**config.mk**
```make
export PLATFORM = sky130hd
export DESIGN_NAME = pixel_frame_streamer_flat
export DESIGN_NICKNAME = d
export VERILOG_FILES = /design/src/rtl/pixel_frame_streamer_if.sv /design/src/rtl/pixel_frame_streamer.sv /design/src/flat_wrapper.sv
export SDC_FILE = /design/constraint.sdc
export NUM_CORES = 1
export LEC_CHECK = 0
export ABC_CLOCK_PERIOD_IN_PS = 7000
export BUFFER_PORTS_ARGS = -buffer_cell sky130_fd_sc_hd__buf_2
export CAP_MARGIN = 20
export CORE_MARGIN = 1
export CORE_UTILIZATION = 30
export DETAILED_ROUTE_END_ITERATION = 12
export REMOVE_ABC_BUFFERS = 1
export SYNTH_ARGS = -nofsm -noshare
export SYNTH_HDL_FRONTEND = slang
export SYNTH_SLANG_ARGS = --single-unit
```
**constraint.sdc**
```tcl
create_clock -name clk -period 7 [get_ports clk]
set_clock_uncertainty 0.1 [all_clocks]
set_input_delay 1.05 -clock clk [delete_from_list [all_inputs] [get_ports clk]]
set_output_delay 1.05 -clock clk [all_outputs]
set_load 0.05 [all_outputs]
```
**src/rtl/pixel_frame_streamer_if.sv**
```systemverilog
// Frame-buffer read port and valid/ready pixel stream of pixel_frame_streamer.
// The master modport is the streamer side; slave is the buffer/downstream side.
interface pixel_frame_streamer_if #(
    parameter int W  = 8,
    parameter int AW = 17
);
    logic          rd_en;
    logic [AW-1:0] rd_addr;
    logic [W-1:0]  rd_data;
    logic          y_valid;
    logic          y_ready;
    logic [W-1:0]  y_data;
    logic          y_last;

    modport master (
        output rd_en, rd_addr, y_valid, y_data, y_last,
        input  rd_data, y_ready
    );

    modport slave (
        input  rd_en, rd_addr, y_valid, y_data, y_last,
        output rd_data, y_ready
    );
endinterface

```
**src/rtl/pixel_frame_streamer.sv**
```systemverilog
// Raster-order frame reader: streams IMG_WIDTH x IMG_HEIGHT pixels from a
// synchronous-read frame buffer through a 2-entry FIFO that hides read latency.
module pixel_frame_streamer #(
    parameter int IMG_WIDTH  = 320,
    parameter int IMG_HEIGHT = 240,
    parameter int W          = 8,
    parameter int AW         = $clog2(IMG_WIDTH*IMG_HEIGHT)
) (
    input  logic                  clk,
    input  logic                  rst,
    input  logic                  start,
    output logic                  busy,
    output logic                  frame_done,
    pixel_frame_streamer_if.master bus
);
    localparam int N = IMG_WIDTH * IMG_HEIGHT;
    localparam logic [AW-1:0] LAST_IDX = AW'(N - 1);

    typedef enum logic [1:0] {
        ST_IDLE   = 2'd0,
        ST_STREAM = 2'd1,
        ST_DRAIN  = 2'd2
    } state_t;

    state_t        state_r;
    state_t        state_next_s;
    logic [AW-1:0] rd_addr_r;
    logic [AW-1:0] pix_cnt_r;
    logic          inflight_r;
    logic          frame_done_r;
    logic [1:0]    fifo_count_r;
    logic [W-1:0]  head_r;
    logic [W-1:0]  tail_r;
    logic          pop_s;
    logic          rd_en_s;
    logic          done_set_s;
    logic          start_ok_s;
    logic          credit_ok_s;
    logic [2:0]    occupancy_s;

    assign pop_s       = (fifo_count_r != 2'd0) & bus.y_ready;
    assign start_ok_s  = (state_r == ST_IDLE) & start;
    // Buffered plus in-flight reads after this cycle's pop must leave room for one more.
    assign occupancy_s = {1'b0, fifo_count_r} + {2'b00, inflight_r} - {2'b00, pop_s};
    assign credit_ok_s = (occupancy_s < 3'd2);

    // State register.
    always_ff @(posedge clk or posedge rst) begin
        if (rst) begin
            state_r <= ST_IDLE;
        end else begin
            state_r <= state_next_s;
        end
    end

    // Next-state, read strobe and end-of-frame detection.
    always_comb begin
        state_next_s = state_r;
        rd_en_s      = 1'b0;
        done_set_s   = 1'b0;
        case (state_r)
            ST_IDLE: begin
                if (start) begin
                    state_next_s = ST_STREAM;
                end else begin
                    state_next_s = ST_IDLE;
                end
            end
            ST_STREAM: begin
                if (credit_ok_s) begin
                    rd_en_s = 1'b1;
                    if (rd_addr_r == LAST_IDX) begin
                        state_next_s = ST_DRAIN;
                    end else begin
                        state_next_s = ST_STREAM;
                    end
                end else begin
                    state_next_s = ST_STREAM;
                end
            end
            ST_DRAIN: begin
                if (pop_s && (pix_cnt_r == LAST_IDX)) begin
                    state_next_s = ST_IDLE;
                    done_set_s   = 1'b1;
                end else begin
                    state_next_s = ST_DRAIN;
                end
            end
            default: begin
                state_next_s = ST_IDLE;
            end
        endcase
    end

    // Read address, output pixel counter, in-flight flag and done pulse.
    always_ff @(posedge clk or posedge rst) begin
        if (rst) begin
            rd_addr_r    <= '0;
            pix_cnt_r    <= '0;
            inflight_r   <= 1'b0;
            frame_done_r <= 1'b0;
        end else begin
            inflight_r   <= rd_en_s;
            frame_done_r <= done_set_s;
            if (start_ok_s) begin
                rd_addr_r <= '0;
                pix_cnt_r <= '0;
            end else begin
                // Both counters saturate at the last index so they never wrap mid-frame.
                if (rd_en_s && (rd_addr_r != LAST_IDX)) begin
                    rd_addr_r <= rd_addr_r + AW'(1);
                end else begin
                    rd_addr_r <= rd_addr_r;
                end
                if (pop_s && (pix_cnt_r != LAST_IDX)) begin
                    pix_cnt_r <= pix_cnt_r + AW'(1);
                end else begin
                    pix_cnt_r <= pix_cnt_r;
                end
            end
        end
    end

    // Two-entry FIFO; head_r drives y_data directly.
    always_ff @(posedge clk or posedge rst) begin
        if (rst) begin
            fifo_count_r <= 2'd0;
            head_r       <= '0;
            tail_r       <= '0;
        end else begin
            case ({inflight_r, pop_s})
                2'b10: begin
                    if (fifo_count_r == 2'd0) begin
                        head_r <= bus.rd_data;
                    end else begin
                        tail_r <= bus.rd_data;
                    end
                    fifo_count_r <= fifo_count_r + 2'd1;
                end
                2'b01: begin
                    if (fifo_count_r == 2'd2) begin
                        head_r <= tail_r;
                    end else begin
                        head_r <= head_r;
                    end
                    fifo_count_r <= fifo_count_r - 2'd1;
                end
                2'b11: begin
                    if (fifo_count_r == 2'd1) begin
                        head_r <= bus.rd_data;
                    end else begin
                        head_r <= tail_r;
                        tail_r <= bus.rd_data;
                    end
                end
                default: begin
                    fifo_count_r <= fifo_count_r;
                end
            endcase
        end
    end

    assign busy        = (state_r != ST_IDLE);
    assign frame_done  = frame_done_r;
    assign bus.rd_en   = rd_en_s;
    assign bus.rd_addr = rd_addr_r;
    assign bus.y_valid = (fifo_count_r != 2'd0);
    assign bus.y_data  = head_r;
    assign bus.y_last  = (pix_cnt_r == LAST_IDX) & (fifo_count_r != 2'd0);
endmodule

```
**src/flat_wrapper.sv**
```systemverilog
// flat-port wrapper written by rule: the top's interface ports become plain ports
module pixel_frame_streamer_flat 
#(
    parameter int IMG_WIDTH  = 320,
    parameter int IMG_HEIGHT = 240,
    parameter int W          = 8,
    parameter int AW         = $clog2(IMG_WIDTH*IMG_HEIGHT)
)
  (clk, rst, start, busy, frame_done, bus_rd_en, bus_rd_addr, bus_y_valid, bus_y_data, bus_y_last, bus_rd_data, bus_y_ready);
  pixel_frame_streamer_if #(.W(W), .AW(AW)) bus_i ();
  input  logic clk;
  input  logic rst;
  input  logic start;
  output logic busy;
  output logic frame_done;
  output wire logic [$bits(bus_i.rd_en)-1:0] bus_rd_en;
  output wire logic [$bits(bus_i.rd_addr)-1:0] bus_rd_addr;
  output wire logic [$bits(bus_i.y_valid)-1:0] bus_y_valid;
  output wire logic [$bits(bus_i.y_data)-1:0] bus_y_data;
  output wire logic [$bits(bus_i.y_last)-1:0] bus_y_last;
  input wire logic [$bits(bus_i.rd_data)-1:0] bus_rd_data;
  input wire logic [$bits(bus_i.y_ready)-1:0] bus_y_ready;
  assign bus_rd_en = bus_i.rd_en;
  assign bus_rd_addr = bus_i.rd_addr;
  assign bus_y_valid = bus_i.y_valid;
  assign bus_y_data = bus_i.y_data;
  assign bus_y_last = bus_i.y_last;
  assign bus_i.rd_data = bus_rd_data;
  assign bus_i.y_ready = bus_y_ready;
  pixel_frame_streamer #(.IMG_WIDTH(IMG_WIDTH), .IMG_HEIGHT(IMG_HEIGHT), .W(W), .AW(AW)) u_core (.clk(clk), .rst(rst), .start(start), .busy(busy), .frame_done(frame_done), .bus(bus_i));
endmodule
```
== Word level (Yosys, flattened, before mapping) ==
Index checks and enable logic that the tools add are counted.
Widths: inputs -> output; s select.

* $add $sub $neg: 6
* Multiply operators: 0
* Divide/modulo/power cells: 0
* $lt $le $gt $ge: 1
* Equal/unequal tests: 15
* Shift operators: 0
* Mux-type cells: 21
* Bitwise operators: 3
* Reductions and logical operators: 14

{| class="wikitable"
|+ Operators by type and width
! operator !! count
|-
| $mux 17 || 4
|-
| $mux 8 || 5
|-
| $add 17x1->17 const B || 2
|-
| $eq 17x17->1 const B || 2
|-
| $ne 17x17->1 const B || 2
|-
| $pmux 8 s3 || 1
|-
| $pmux 8 s2 || 1
|-
| $reduce_bool 2->1 || 6
|-
| $eq 2x2->1 const B || 4
|-
| $eq 2x1->1 const B || 3
|-
| $mux 2 || 3
|-
| $pmux 2 s3 || 1
|-
| $reduce_and 3->1 || 2
|-
| $mux 1 || 5
|-
| $logic_not 2->1 || 2
|-
| $ne 2x1->1 const B || 2
|-
| $ne 2x2->1 const B || 2
|-
| $pmux 2 s2 || 1
|-
| $add 2x1->3 || 1
|-
| $and 1x1->1 || 3
|-
| $logic_and 1x1->1 || 3
|-
| $lt 3x2->1 const B || 1
|-
| $reduce_bool 3->1 || 1
|-
| $sub 3x1->3 || 1
|-
| 2 further kinds || 2
|}

* Register bits after elaboration: 56
* Bits in latches: 0
* RAM bits: 0
* Bits in read-only memories: 0
* Input bits: 12
* Output and inout port bits: 30
* Logic and storage cells: 68
* Memories: 0

== Longest topological paths before layout ==
Gate-level depths: netlist of the first run.

* Word-level depth: 9
* Depth in mapped cells: 14
* Mapped depth without buffers: 13

== Worst setup path after synthesis of the first run ==
OpenSTA, ideal clock, no wires.

* Path type: register -> output
* From: register u_core.fifo_count_r[1]
* To: output port bus_rd_en
* Data arrival time: 2881 ps
* Data required time: 5850 ps
* Path slack: 2969 ps
* Stages on the path, launching flop included: 11
* Buffers on the path: 0
* Cell sequence: dfrtp_1 -> inv_1 -> ha_1 -> inv_1 -> nand2_1 -> ha_1 -> nand2_1 -> fa_1 -> xnor2_1 -> nand4_1 -> inv_1

* Cells in the longest elaborated chain, start to end: 6
* Elaborated cells on any way between the ends: 7
* Classes of those cells: add/sub: 2; order compare: 1; mux: 2; bitwise: 1; reduce/logical: 1

{| class="wikitable"
|+ RTL lines
! item !! RTL line !! source
|-
| from (decl) || pixel_frame_streamer.sv:31 || <nowiki>logic [1:0] fifo_count_r;</nowiki>
|-
| from (signal assigned) || pixel_frame_streamer.sv:138 || <nowiki>fifo_count_r <= fifo_count_r + 2'd1;</nowiki>
|-
| from (signal assigned) || pixel_frame_streamer.sv:146 || <nowiki>fifo_count_r <= fifo_count_r - 2'd1;</nowiki>
|-
| from (signal assigned) || pixel_frame_streamer.sv:157 || <nowiki>fifo_count_r <= fifo_count_r;</nowiki>
|-
| $reduce_bool 2->1 || n/a ||
|-
| net bus_y_valid || flat_wrapper.sv:18 || <nowiki>output wire logic [$bits(bus_i.y_valid)-1:0] bus_y_valid;</nowiki>
|-
| $and 1x1->1 || pixel_frame_streamer.sv:41 || <nowiki>assign pop_s = (fifo_count_r != 2'd0) & bus.y_ready;</nowiki>
|-
| $sub 3x1->3 || pixel_frame_streamer.sv:44 || <nowiki>assign occupancy_s = {1'b0, fifo_count_r} + {2'b00, inflight_r} - {2'b00, pop_s};</nowiki>
|-
| $lt 3x2->1 || pixel_frame_streamer.sv:45 || <nowiki>assign credit_ok_s = (occupancy_s < 3'd2);</nowiki>
|-
| $mux 1 || pixel_frame_streamer.sv:70 || <nowiki>if (credit_ok_s) begin</nowiki>
|-
| $mux 1 || pixel_frame_streamer.sv:61 || <nowiki>case (state_r)</nowiki>
|-
| to (decl) || flat_wrapper.sv:16 || <nowiki>output wire logic [$bits(bus_i.rd_en)-1:0] bus_rd_en;</nowiki>
|}

The timed path passes the listed nets, and every way through them passes these cells.

== Worst setup path after layout of the first run ==
* From: register u_core.fifo_count_r[1]
* To: output port bus_rd_en

* Cells in the longest elaborated chain, start to end: 6
* Elaborated cells on any way between the ends: 7
* Classes of those cells: add/sub: 2; order compare: 1; mux: 2; bitwise: 1; reduce/logical: 1

{| class="wikitable"
|+ RTL lines
! item !! RTL line
|-
| parallel branches: the longest is 2 deep, another holds $add 2x1->3 || n/a
|-
| $sub 3x1->3 * || pixel_frame_streamer.sv:44
|-
| $lt 3x2->1 * || pixel_frame_streamer.sv:45
|-
| $mux 1 * || pixel_frame_streamer.sv:70
|-
| $mux 1 * || pixel_frame_streamer.sv:61
|}

Mark *: on every way between the ends.

==> summary.md, run 1 <==
| Metric | Value |
|---|---|
| Outcome | finished, final reports clean |
| Slew @ Worst Pin | 994.7 ps |
| Avg Inst Size Synth | 9.875 µm² |
| CTS root buf | clkbuf_8 |
| Highest clock rate | 231.6 MHz |
| Buffers on Ports | 41 |
| Routed wire length | 6.215 mm |
| TritonCTS Buffers | 5 |
| Setup bufs post-CTS | 0 |
| Arrival @ worst endpoint | 3170 ps |
| Worst skew pair latency | 310 ps |
| Area growth syn-to-layout | 15.66% |
| Min-Delay Path Depth | 1 |
| Mapped Cells | 297 |
| CP Max Fanout | 6 |
| Worst relative slew slack | 0.3299 |
| Yosys cell types | 46 |
| Mapped Area | 2933 µm² |
| Nets | 362 |
| Initial antenna violation count | 0 |
| Top-level port count | 42 |
| Maxcap violations | 0 |
| Dominant synthesized flop cell | dfrtp_1 |
| Detailed Place HPWL | 4.428 mm |
| Hold Crit Class | flop to flop |
| Worst Hold Margin | 370.0 ps |
| Initial Util | 0.3130 |
| Via count | 2369 |
| Final hold violations | 0 |
| Post-DRT Antenna Nets | 0 |
| # setup viols final | 0 |
| Reg2reg start | u_core.fifo_count_r[1]$_DFFE_PP0N_ |
| Unrepaired setup endpoints after global routing | no |
| Final critical-path share of the clock period | 0.6169 |
| Register area share after synthesis | 0.4778 |
| CP Data Required Time | 5850 ps |
| Final Max Tran Viols | 0 |
| Die area | 10180 µm² |
| Maximum VDD drop | 213.1 µV |
| Hold EP | u_core.state_r[0]$_DFF_PP0_ |
| Clk pin slew, worst setup/hold paths | 110 ps |
| Share of layout cells above drive strength 1 | 0.2023 |
| N_diodes | 0 |
| Post-synth ARST share | 1.000 |
| DR DRC count | 0 |
| Yosys warnings | 0 |
| H-tree depth | 2 |
| Critical path endpoint category | output port |
| Global-route wire length before repair | 10.67 mm |
| GRT Util Overall | 0.1314 |
| Clk buf depth | 2 |
| Critical path type | flop to output port |
| Tmin final | 4318 ps |
| Number of flops mapped to enable cells by yosys | 0 |
| Vias per cell | 5.040 |
| Worst flop-to-flop path endpoint | u_core.bus.rd_addr[9]$_DFFE_PP0P_ |
| Routability cong. | 0.8192 |
| DRT iter0 DRCs | 79 |
| Reg2reg path depth | 12 |
| Core Rows | 35 |
| Vias in the first global route | 2261 |
| Post-CTS resize count | 0 |
| GRT Residual Overflow | 0 |
| Post-CTS Hold Buffers | 0 |
| CORE AREA | 9371 µm² |
| CTS tree | yes |
| Die W | 100.9 µm |
| Pwr/cell area | 403.0 nW/µm² |
| Leak | 1.602 nW |
| DR WL/cell | 13.22 µm |
| TritonRoute pass-1 iters | 4 |
| HP Start | u_core.state_r[1]$_DFF_PP0_ |
| Largest net degree at the start of global routing | 57 |
| # clock sinks | 56 |
| Synth Register Bits | 56 |
| R2R Setup Slk | 3070 ps |
| Setup crit start kind | flop |
| Sum of negative setup slack | 0 ps |
| Die H | 100.9 µm |
[logic make-up (layout without fill, tap and decap cells)]
logic type / count (synthesis) / after routing / synth area share
adder cells (fa/ha/maj): 10 / 10 / 0.04522
multiplexers: 10 / 10 / 0.03754
AO/OA/AOI/OAI: 56 / 56 / 0.1288
flip-flops: 56 / 56 / 0.4778
AND/OR/NAND/NOR: 129 / 129 / 0.2304
XOR/XNOR: 17 / 17 / 0.05077
buffers and inverters: 19 / 63 / 0.02943
[how the worst max path moves through the flow]
stage	startpoint	end	slack, ps	cells after the start
after floorplan	u_core.fifo_count_r[1]$_DFFE_PP0N_	bus_rd_en	2970	10
after global placement	bus_y_ready	bus_rd_en	2820	9
after detailed placement	bus_y_ready	bus_rd_en	2740	9
after CTS	u_core.fifo_count_r[1]$_DFFE_PP0N_	bus_rd_en	2660	11
after global routing	u_core.fifo_count_r[1]$_DFFE_PP0N_	bus_rd_en	2360	11
final	u_core.fifo_count_r[1]$_DFFE_PP0N_	bus_rd_en	2680	11
[placed cells by master, fill, tap and decap left out, types with 4 or more instances in the layout]
cell type and instances:
and3_1 7, nand4_1 11, a211o_1 6, xor2_1 13
nor2_1 34, ha_1 9, a21oi_1 13, a31oi_1 4
buf_2 41, a22oi_1 8, and2_1 4, o211ai_1 4
nand3_1 18, o21ai_0 9, clkbuf_8 5, nand2_1 21
nor3_1 13, xnor2_1 4, mux2_2 8, inv_1 11
dfrtp_1 56
[layout make-up]
| cell class | count | area (µm²) |
|---|---|---|
| flip-flops and latches | 56 | 1401 |
| repair buffers | 43 | 220.2 |
| inverters | 12 | 45.04 |
| clock inverters | 3 | 50.05 |
| clock buffers | 5 | 68.82 |
| well taps | 129 | 161.4 |
| fillers | 984 | 5979 |
| multi-input cells | 222 | 1445 |
[worst max-delay path, stage by stage, from the launching register on]
cell and delay (ps):
dfrtp_1 470, inv_1 90, ha_1 240, inv_1 100
nand2_1 130, ha_1 380, nand2_1 80, fa_1 370
xnor2_1 180, nand4_1 260, inv_1 240, buf_2 300
[cell usage after synthesis, drive strengths merged, types with 2 or more instances]
cell type	count	share of area
dfrtp	56	0.48
nor2	34	0.044
nand2	21	0.027
nand3	18	0.031
a21oi	13	0.022
nor3	13	0.022
xor2	13	0.039
inv	12	0.015
nand4	11	0.023
o21ai	10	0.018
and3	9	0.020
ha	9	0.038
a22oi	8	0.020
mux2	8	0.031
a211o	6	0.018
and2	5	0.011
a31oi	4	0.0085
and4	4	0.012
clkbuf	4	0.0051
o211ai	4	0.010
xnor2	4	0.012
a211oi	3	0.0077
buf	3	0.0090
nand4b	3	0.0090
and4b	2	0.0068
mux2i	2	0.0068
nor4	2	0.0043
o31ai	2	0.0051
or2	2	0.0043
[power by group]
| group | total, mW | switching, mW | internal, mW |
|---|---|---|---|
| sequential | 0.488 | 0.0732 | 0.415 |
| clock | 0.223 | 0.113 | 0.111 |
| combinational | 0.656 | 0.458 | 0.197 |
| total | 1.37 | 0.644 | 0.723 |
[metal layers]
| metal | vias to the layer above | GRT usage | part of all wire |
|---|---|---|---|
| met1 | 1146 | 0.1700 | 0.48 |
| met5 | - | 0 | 0 |
| met2 | 45 | 0.2244 | 0.47 |
| met4 | 0 | 0.03902 | 0.013 |
| met3 | 6 | 0.02288 | 0.035 |
| li1 | 1172 | - | - |
[stage by stage]
stage / utilization / power, mW / area, µm² / setup slack, ps / std cells
after global placement: 0.3493 / 1.141 / 3273 / 2822 / 462
after detailed placement: 0.3493 / 1.157 / 3273 / 2744 / 462
after global routing: 0.3619 / 1.477 / 3392 / 2362 / 470
after floorplan: - / 0.9942 / 2892 / 2969 / 290
final: 0.3619 / 1.367 / 3392 / 2682 / 470
after CTS: 0.3619 / 1.387 / 3392 / 2661 / 470
[flip-flops by register name, summed over array words and instances, names as in the netlist]
name / flops
u_core.bus.rd_addr: 17
u_core.pix_cnt_r: 17
u_core.bus.y_data: 8
u_core.tail_r: 8
u_core.fifo_count_r: 2
u_core.state_r: 2
u_core.frame_done: 1
u_core.inflight_r: 1
No activity file was read; power rests on OpenSTA's default activity.
==> inputs of run 2 (changes only) <==
--- a/config.mk
+++ b/config.mk
@@ -5,7 +5,8 @@
 export SDC_FILE = /design/constraint.sdc
 export NUM_CORES = 1
 export LEC_CHECK = 0
-export ABC_CLOCK_PERIOD_IN_PS = 7000
+export ABC_AREA = 1
+export ABC_CLOCK_PERIOD_IN_PS = 3600
 export BUFFER_PORTS_ARGS = -buffer_cell sky130_fd_sc_hd__buf_2
 export CAP_MARGIN = 20
 export CORE_MARGIN = 1
==> constraint.sdc (replaced) <==
create_clock -name clk -period 3.6 [get_ports clk]
set_clock_uncertainty 0.1 [all_clocks]
set_input_delay 0.54 -clock clk [delete_from_list [all_inputs] [get_ports clk]]
set_output_delay 0.54 -clock clk [all_outputs]
set_load 0.05 [all_outputs]
==> run 2 against run 1 <==
Final area increased by 14%. Wire length is 21% higher. Sequential power up 90%. Die area grew 15%. Global-route usage grew 0.60 points. Setup slack worse by 2500 ps. Cell count increased by 36%. Critical endpoint unchanged. Largest power group unchanged.
==> summary.md, run 2 <==
| Metric | Value |
|---|---|
| Core Rows | 38 (was 35) |
| Critical path buffers and inverters | 4 (unchanged) |
| Setup bufs post-CTS | 0 (unchanged) |
| TritonCTS Buffers | 5 (unchanged) |
| Top-level port count | 42 (unchanged) |
| Most frequent cells in the layout | nand2_1, nand3_1, dfrtp_1 (was dfrtp_1, buf_2, nor2_1) |
| CTS tree | yes (unchanged) |
| Area growth syn-to-layout | 14.24% (was 15.66%) |
| Final Max Tran Viols | 0 (unchanged) |
| DR DRC count | 0 (unchanged) |
| Reg2reg start | u_core.fifo_count_r[1]$_DFFE_PP0N_ (unchanged) |
| Yosys warnings | 0 (unchanged) |
| Mapped Area | 3373 µm² (was 2933 µm²) |
| Buffers on Ports | 41 (unchanged) |
| Mapped Cells | 454 (was 297) |
| Post-DRT Antenna Nets | 0 (unchanged) |
| Vias per cell | 4.696 (was 5.040) |
| Number of flops mapped to enable cells by yosys | 0 (unchanged) |
| Via count | 2996 (was 2369) |
| Critical path endpoint category | output port (unchanged) |
| Pre-CTS setup slack | 374.5 ps (was 2744 ps) |
| Outcome | finished, final reports clean (unchanged) |
| Commonest non-fill, non-tap cell in the layout | nand2_1 (was dfrtp_1) |
| TritonRoute pass-1 iters | 4 (unchanged) |
| Clk pin slew, worst setup/hold paths | 120 ps (was 110 ps) |
| Maxcap violations | 0 (unchanged) |
| DRT iter0 DRCs | 140 (was 79) |
| # clock sinks | 56 (unchanged) |
| Initial antenna violation count | 0 (unchanged) |
| DR WL/cell | 11.74 µm (was 13.22 µm) |
| Dominant synthesized flop cell | dfrtp_1 (unchanged) |
| CORE AREA | 10890 µm² (was 9371 µm²) |
| DP Area | 3719 µm² (was 3273 µm²) |
| Final hold violations | 0 (unchanged) |
| Crit-path max cell delay | 440 ps (was 470 ps) |
| CP top delay family | adder cells (unchanged) |
| Sum of negative setup slack | 0 ps (unchanged) |
| Largest net degree at the start of global routing | 57 (unchanged) |
| Die H | 108.0 µm (was 100.9 µm) |
| Top-count cell post-synth | nand2_1 (was dfrtp_1) |
| Area fraction of the dominant cell type after synthesis | 0.4154 (was 0.4778) |
| Top cells by count, synth | nand2_1, nand3_1, dfrtp_1, inv_1, nor2_1 (was dfrtp_1, nor2_1, nand2_1) |
| Unrepaired setup endpoints after global routing | no (unchanged) |
| Reg2reg path depth | 15 (was 12) |
| Worst skew pair latency | 320 ps (was 310 ps) |
| Worst relative slew slack | 0.4660 (was 0.3299) |
| Highest clock rate | 295.6 MHz |
| Global-route wire length before repair | 12.88 mm (was 10.67 mm) |
| Nets | 519 (was 362) |
| Post-synth ARST share | 1.000 (unchanged) |
| Die area | 11670 µm² (was 10180 µm²) |
| # setup viols final | 0 (unchanged) |
| Die W | 108.0 µm (was 100.9 µm) |
| Share of layout cells above drive strength 1 | 0.1446 (was 0.2023) |
| Detailed Place HPWL | 5.337 mm (was 4.428 mm) |
| Post-route setup slack | 217.6 ps (was 2682 ps) |
| N_diodes | 0 (unchanged) |
| Synth area leader | dfrtp_1 (unchanged) |
| Crit path cell chain | inv_1 -> ha_1 -> inv_1 -> nand2_2 -> inv_1 -> ha_2 -> fa_1 -> or2_1 -> nand3_1 -> nor2_4 -> buf_4 (was inv_1 -> ha_1 -> inv_1 -> nand2_1 -> ha_1 -> nand2_1 -> fa_1 -> xnor2_1 -> nand4_1 -> inv_1 -> buf_2) |
| Crit path top cell by count | inv_1 (unchanged) |
| Initial Util | 0.3098 (was 0.3130) |
| CP Max Fanout | 11 (was 6) |
| Critical path type | flop to output port (unchanged) |
| Setup crit start kind | flop (unchanged) |
| Arrival @ worst endpoint | 2740 ps (was 3170 ps) |
| Maximum VDD drop | 453.7 µV (was 213.1 µV) |
| Leak | 2.061 nW (was 1.602 nW) |
| Final critical-path share of the clock period | 0.9396 |
| CTS root buf | clkbuf_8 (unchanged) |
| Final Util | 0.3539 (was 0.3619) |
| Routability cong. | 0.8513 (was 0.8192) |
| GRT Residual Overflow | 0 (unchanged) |
| Synth Register Bits | 56 (unchanged) |
| CP max-delay cell | dfrtp_1 (unchanged) |
| GRT Util Overall | 0.1374 (was 0.1314) |
| CP Data Required Time | 2960 ps (was 5850 ps) |
| Hold Crit Class | primary input to async pin (was flop to flop) |
| Worst flop-to-flop path endpoint | u_core.bus.rd_addr[15]$_DFFE_PP0P_ (was u_core.bus.rd_addr[9]$_DFFE_PP0P_) |
| H-tree depth | 2 (unchanged) |
| Cell area after layout | 3854 µm² (was 3392 µm²) |
| Routed wire length | 7.493 mm (was 6.215 mm) |
| Yosys cell types | 31 (was 46) |
| Synth area leaders | dfrtp_1, nand2_1, nand3_1, inv_1, o21ai_0 (was dfrtp_1, nor2_1, xor2_1, ha_1, nand3_1) |
| Vias in the first global route | 2823 (was 2261) |
| Avg Inst Size Synth | 7.430 µm² (was 9.875 µm²) |
| Register area share after synthesis | 0.4154 (was 0.4778) |
| Tmin final | 3382 ps |
| R2R Setup Slk | 630 ps (was 3070 ps) |
| Power Total | 2.705 mW (was 1.367 mW) |
| Clk buf depth | 2 (unchanged) |
| Pwr/cell area | 702.0 nW/µm² (was 403.0 nW/µm²) |
| Slew @ Worst Pin | 794.9 ps (was 994.7 ps) |
==> run 2: cell count changes in the layout (fill, tap and decap cells not counted), sizes merged, moves of 10 or more <==
cell	change
nor3	-11
nand3	+40
nand2	+116
inv	+45
nor2	+11
o21ai	+30
a21oi	-10
==> run 2: worst max path at each step <==
stage	endpoint	slack, ps	cells after the start	from
global route	bus_rd_en	40	11	u_core.fifo_count_r[1]$_DFFE_PP0N_
CTS	bus_rd_en	50	11	u_core.fifo_count_r[1]$_DFFE_PP0N_
floorplan	bus_rd_en	250	9	u_core.fifo_count_r[1]$_DFFE_PP0N_
detailed placement	bus_rd_en	370	10	u_core.fifo_count_r[1]$_DFFE_PP0N_
global placement	bus_rd_en	470	10	u_core.fifo_count_r[1]$_DFFE_PP0N_
finish	bus_rd_en	220	11	u_core.fifo_count_r[1]$_DFFE_PP0N_
==> run 2: stage by stage <==
stage / hold WS, ps / instances
after floorplan: 329.9 / 444
after global placement: 362.6 / 630
after detailed placement: 371.2 / 630
after CTS: 337.6 / 638
after global routing: 375.4 / 638
final: 295.7 / 638
==> run 2: cell families (layout without fill, tap and decap cells) <==
group | count (synthesis) | in the layout | share of synthesized area
AOI/OAI and AO/OA | 46 | 46 | 0.07010
xor gates and xnor gates | 19 | 19 | 0.04933
adders and majority gates | 10 | 10 | 0.03932
buffers and inverters | 68 | 112 | 0.08754
DFF | 56 | 56 | 0.4154
and+or+nand+nor | 255 | 255 | 0.3383
==> run 2: metal layers <==
| metal | vias to the layer above | share of wire | global-route usage |
|---|---|---|---|
| met5 | - | 0 | 0 |
| met4 | 0 | 0.013 | 0.04305 |
| met3 | 11 | 0.049 | 0.02712 |
| met2 | 74 | 0.47 | 0.2320 |
| met1 | 1388 | 0.47 | 0.1758 |
| li1 | 1523 | - | - |
==> run 2: power by group <==
part / internal, mW / switching, mW
combinational: 0.403 / 0.942
sequential: 0.795 / 0.133
clock: 0.210 / 0.222
total: 1.41 / 1.30
==> run 2: timing repair <==
action                                  4_1_cts  5_1_grt
endpoints found under the hold margin         0        0
hold buffers                                  0        0
resized for setup                             1        3
endpoints found under the setup margin        1        1
==> run 2: area by class of cell <==
| class | instances | area, µm² |
|---|---|---|
| clock buffer | 5 | 68.82 |
| clock inverter | 3 | 46.29 |
| fill | 1139 | 7034 |
| inverter | 58 | 222.7 |
| multi-input combinational | 330 | 1694 |
| sequential | 56 | 1401 |
| tap | 140 | 175.2 |
| timing repair buffer | 46 | 245.2 |
==> run 2: worst reg2reg max path: stages (launching register included) <==
cell,delay (ps)
dfrtp_1,440
inv_1,130
ha_1,200
inv_1,90
nand2_2,140
inv_1,110
ha_2,260
fa_1,420
or2_1,230
nand3_1,150
nor2_4,60
buf_4,170
nand2_8,150
inv_6,90
nand2_1,70
nand2_1,50
==> inputs of run 3 (changes only) <==
--- a/config.mk
+++ b/config.mk
@@ -7,7 +7,7 @@
 export LEC_CHECK = 0
 export ABC_AREA = 1
 export ABC_CLOCK_PERIOD_IN_PS = 3600
-export BUFFER_PORTS_ARGS = -buffer_cell sky130_fd_sc_hd__buf_2
+export BUFFER_PORTS_ARGS = -buffer_cell sky130_fd_sc_hd__clkbuf_2
 export CAP_MARGIN = 20
 export CORE_MARGIN = 1
 export CORE_UTILIZATION = 30
==> run 3 against run 2 <==
Wire length decreased by 1.6%. Critical path depth unchanged. Power increased by 0.72%. Final area increased by 0.55%. Die area unchanged. Hold slack got worse by 7.4 ps. Global-route usage increased by 0.11 points. Setup slack improved by 13 ps.
==> summary.md, run 3 (synthesized netlist as in run 2, its figures left out) <==
| Metric | Value |
|---|---|
| Outcome | finished, final reports clean (unchanged) |
| Slew @ Worst Pin | 815.3 ps (was 794.9 ps) |
| CP top delay family | adder cells (unchanged) |
| Post-DRT Antenna Nets | 0 (unchanged) |
| Pwr/cell area | 703.2 nW/µm² (was 702.0 nW/µm²) |
| Initial Util | 0.3098 (unchanged) |
| Routability cong. | 0.8474 (was 0.8513) |
| # setup viols final | 0 (unchanged) |
| Vias in the first global route | 2836 (was 2823) |
| Leak | 2.060 nW (was 2.061 nW) |
| Placed Cells | 630 (unchanged) |
| Setup crit start kind | flop (unchanged) |
| CTS root buf | clkbuf_8 (unchanged) |
| Setup bufs post-CTS | 0 (unchanged) |
| GRT Util Overall | 0.1385 (was 0.1374) |
| Critical path type | flop to output port (unchanged) |
| CTS tree | yes (unchanged) |
| Top-level port count | 42 (unchanged) |
| Global-route wire length before repair | 12.99 mm (was 12.88 mm) |
| Maximum VDD drop | 457.8 µV (was 453.7 µV) |
| Largest net degree at the start of global routing | 57 (unchanged) |
| Area growth syn-to-layout | 14.87% (was 14.24%) |
| Highest clock rate | 296.8 MHz (was 295.6 MHz) |
| DRT iter0 DRCs | 89 (was 140) |
| Nets | 519 (unchanged) |
| Crit path top cell by count | inv_1 (unchanged) |
| Unrepaired setup endpoints after global routing | no (unchanged) |
| Die area | 11670 µm² (unchanged) |
| Clk pin slew, worst setup/hold paths | 100 ps (was 120 ps) |
| Final hold violations | 0 (unchanged) |
| Detailed Place HPWL | 5.301 mm (was 5.337 mm) |
| Pre-CTS setup slack | 343.9 ps (was 374.5 ps) |
| DR DRC count | 0 (unchanged) |
| H-tree depth | 2 (unchanged) |
| Die W | 108.0 µm (unchanged) |
| Routed wire length | 7.376 mm (was 7.493 mm) |
| Hold Crit Class | primary input to async pin (unchanged) |
| FF/Latch Area | 1401 µm² (unchanged) |
| TritonRoute pass-1 iters | 4 (unchanged) |
| DR WL/cell | 11.56 µm (was 11.74 µm) |
| Final Max Tran Viols | 0 (unchanged) |
| Initial antenna violation count | 0 (unchanged) |
| TritonCTS Buffers | 5 (unchanged) |
| Fillers | 1152 (was 1139) |
| Tmin final | 3369 ps (was 3382 ps) |
| CP max-delay cell | dfrtp_1 (unchanged) |
| CP Max Fanout | 11 (unchanged) |
| Core Rows | 38 (unchanged) |
| Vias per cell | 4.650 (was 4.696) |
| Post-CTS Hold Buffers | 0 (unchanged) |
| Clk buf depth | 2 (unchanged) |
| # clock sinks | 56 (unchanged) |
| Post-route setup slack | 230.7 ps (was 217.6 ps) |
| Critical path endpoint category | output port (unchanged) |
| Worst skew pair latency | 310 ps (was 320 ps) |
| R2R Setup Slk | 670 ps (was 630 ps) |
| CP Data Required Time | 2960 ps (about the same) |
| N_diodes | 0 (unchanged) |
| Maxcap violations | 0 (unchanged) |
| Via count | 2967 (was 2996) |
| Die H | 108.0 µm (unchanged) |
| Sum of negative setup slack | 0 ps (unchanged) |
| Crit path cell chain | inv_1 -> ha_1 -> inv_1 -> nand2_2 -> inv_1 -> ha_4 -> fa_1 -> or2_1 -> nand3_1 -> nor2_4 -> clkbuf_4 (was inv_1 -> ha_1 -> inv_1 -> nand2_2 -> inv_1 -> ha_2 -> fa_1 -> or2_1 -> nand3_1 -> nor2_4 -> buf_4) |
| Arrival @ worst endpoint | 2730 ps (was 2740 ps) |
| Buffers on Ports | 41 (unchanged) |
| Critical path buffers and inverters | 4 (unchanged) |
| Area of the multi-input gates | 1704 µm² (was 1694 µm²) |
| Crit-path max cell delay | 440 ps (about the same) |
| CORE AREA | 10890 µm² (unchanged) |
| Most frequent cells in the layout | nand2_1, nand3_1, dfrtp_1 (unchanged) |
| Non-filler cells, final | 638 (unchanged) |
| Worst relative slew slack | 0.4523 (was 0.4660) |
| Commonest non-fill, non-tap cell in the layout | nand2_1 (unchanged) |
| Share of layout cells above drive strength 1 | 0.1446 (unchanged) |
| Final Util | 0.3559 (was 0.3539) |
| Final critical-path share of the clock period | 0.9359 (was 0.9396) |
| GRT Residual Overflow | 0 (unchanged) |
run 3: timing repair:
action,4_1_cts,5_1_grt
endpoints found under the setup margin,1,1
pin swaps,0,0
resized for setup,1,4
run 3: layout make-up:
cell class                 count  area share
tap                          140     0.04520
sequential                    56      0.3616
multi-input combinational    330      0.4398
timing repair buffer          46     0.06329
clock inverter                 1    0.007749
clock buffer                   7     0.02486
inverter                      58     0.05748
run 3: routing by layer:
| layer | track usage | vias up | wire length (µm) |
|---|---|---|---|
| met3 | 0.02532 | 9 | 302 |
| met4 | 0.04501 | 0 | 119 |
| li1 | - | 1523 | - |
| met2 | 0.2275 | 58 | 3409 |
| met1 | 0.1831 | 1377 | 3545 |
| met5 | 0 | - | 0 |
run 3: power by group:
part | internal, mW | switching (mW)
Combinational | 0.403 | 0.941
Sequential | 0.795 | 0.132
Clock | 0.246 | 0.208
Total | 1.44 | 1.28
run 3: final timing paths:
path / from / depth (start not counted) / to
min reg2reg: u_core.state_r[0]$_DFF_PP0_ / 1 / u_core.frame_done$_DFF_PP0_
min: rst / 3 / u_core.bus.rd_addr[0]$_DFFE_PP0P_
min in group clk: bus_rd_data[5] / 3 / u_core.tail_r[5]$_DFFE_PP0P_
max: u_core.fifo_count_r[1]$_DFFE_PP0N_ / 11 / bus_rd_en
max in group asynchronous: rst / 3 / u_core.pix_cnt_r[16]$_DFFE_PP0P_
max reg2reg: u_core.fifo_count_r[1]$_DFFE_PP0N_ / 15 / u_core.bus.rd_addr[6]$_DFFE_PP0P_
run 3: tightest hold or removal path, cell delays in order:
cell and delay, ps:
clkbuf_2 80, inv_2 30, buf_4 550
run 3: stage by stage:
step / hold WS, ps / total power, mW / instance area (µm²)
3_3_place_gp: 363.2 / 2.227 / 3719
4_1_cts: 329.0 / 2.744 / 3847
3_5_place_dp: 370.5 / 2.270 / 3719
6_report: 288.3 / 2.725 / 3875
5_1_grt: 368.3 / 2.952 / 3875
2_1_floorplan: 329.9 / 1.907 / 3301
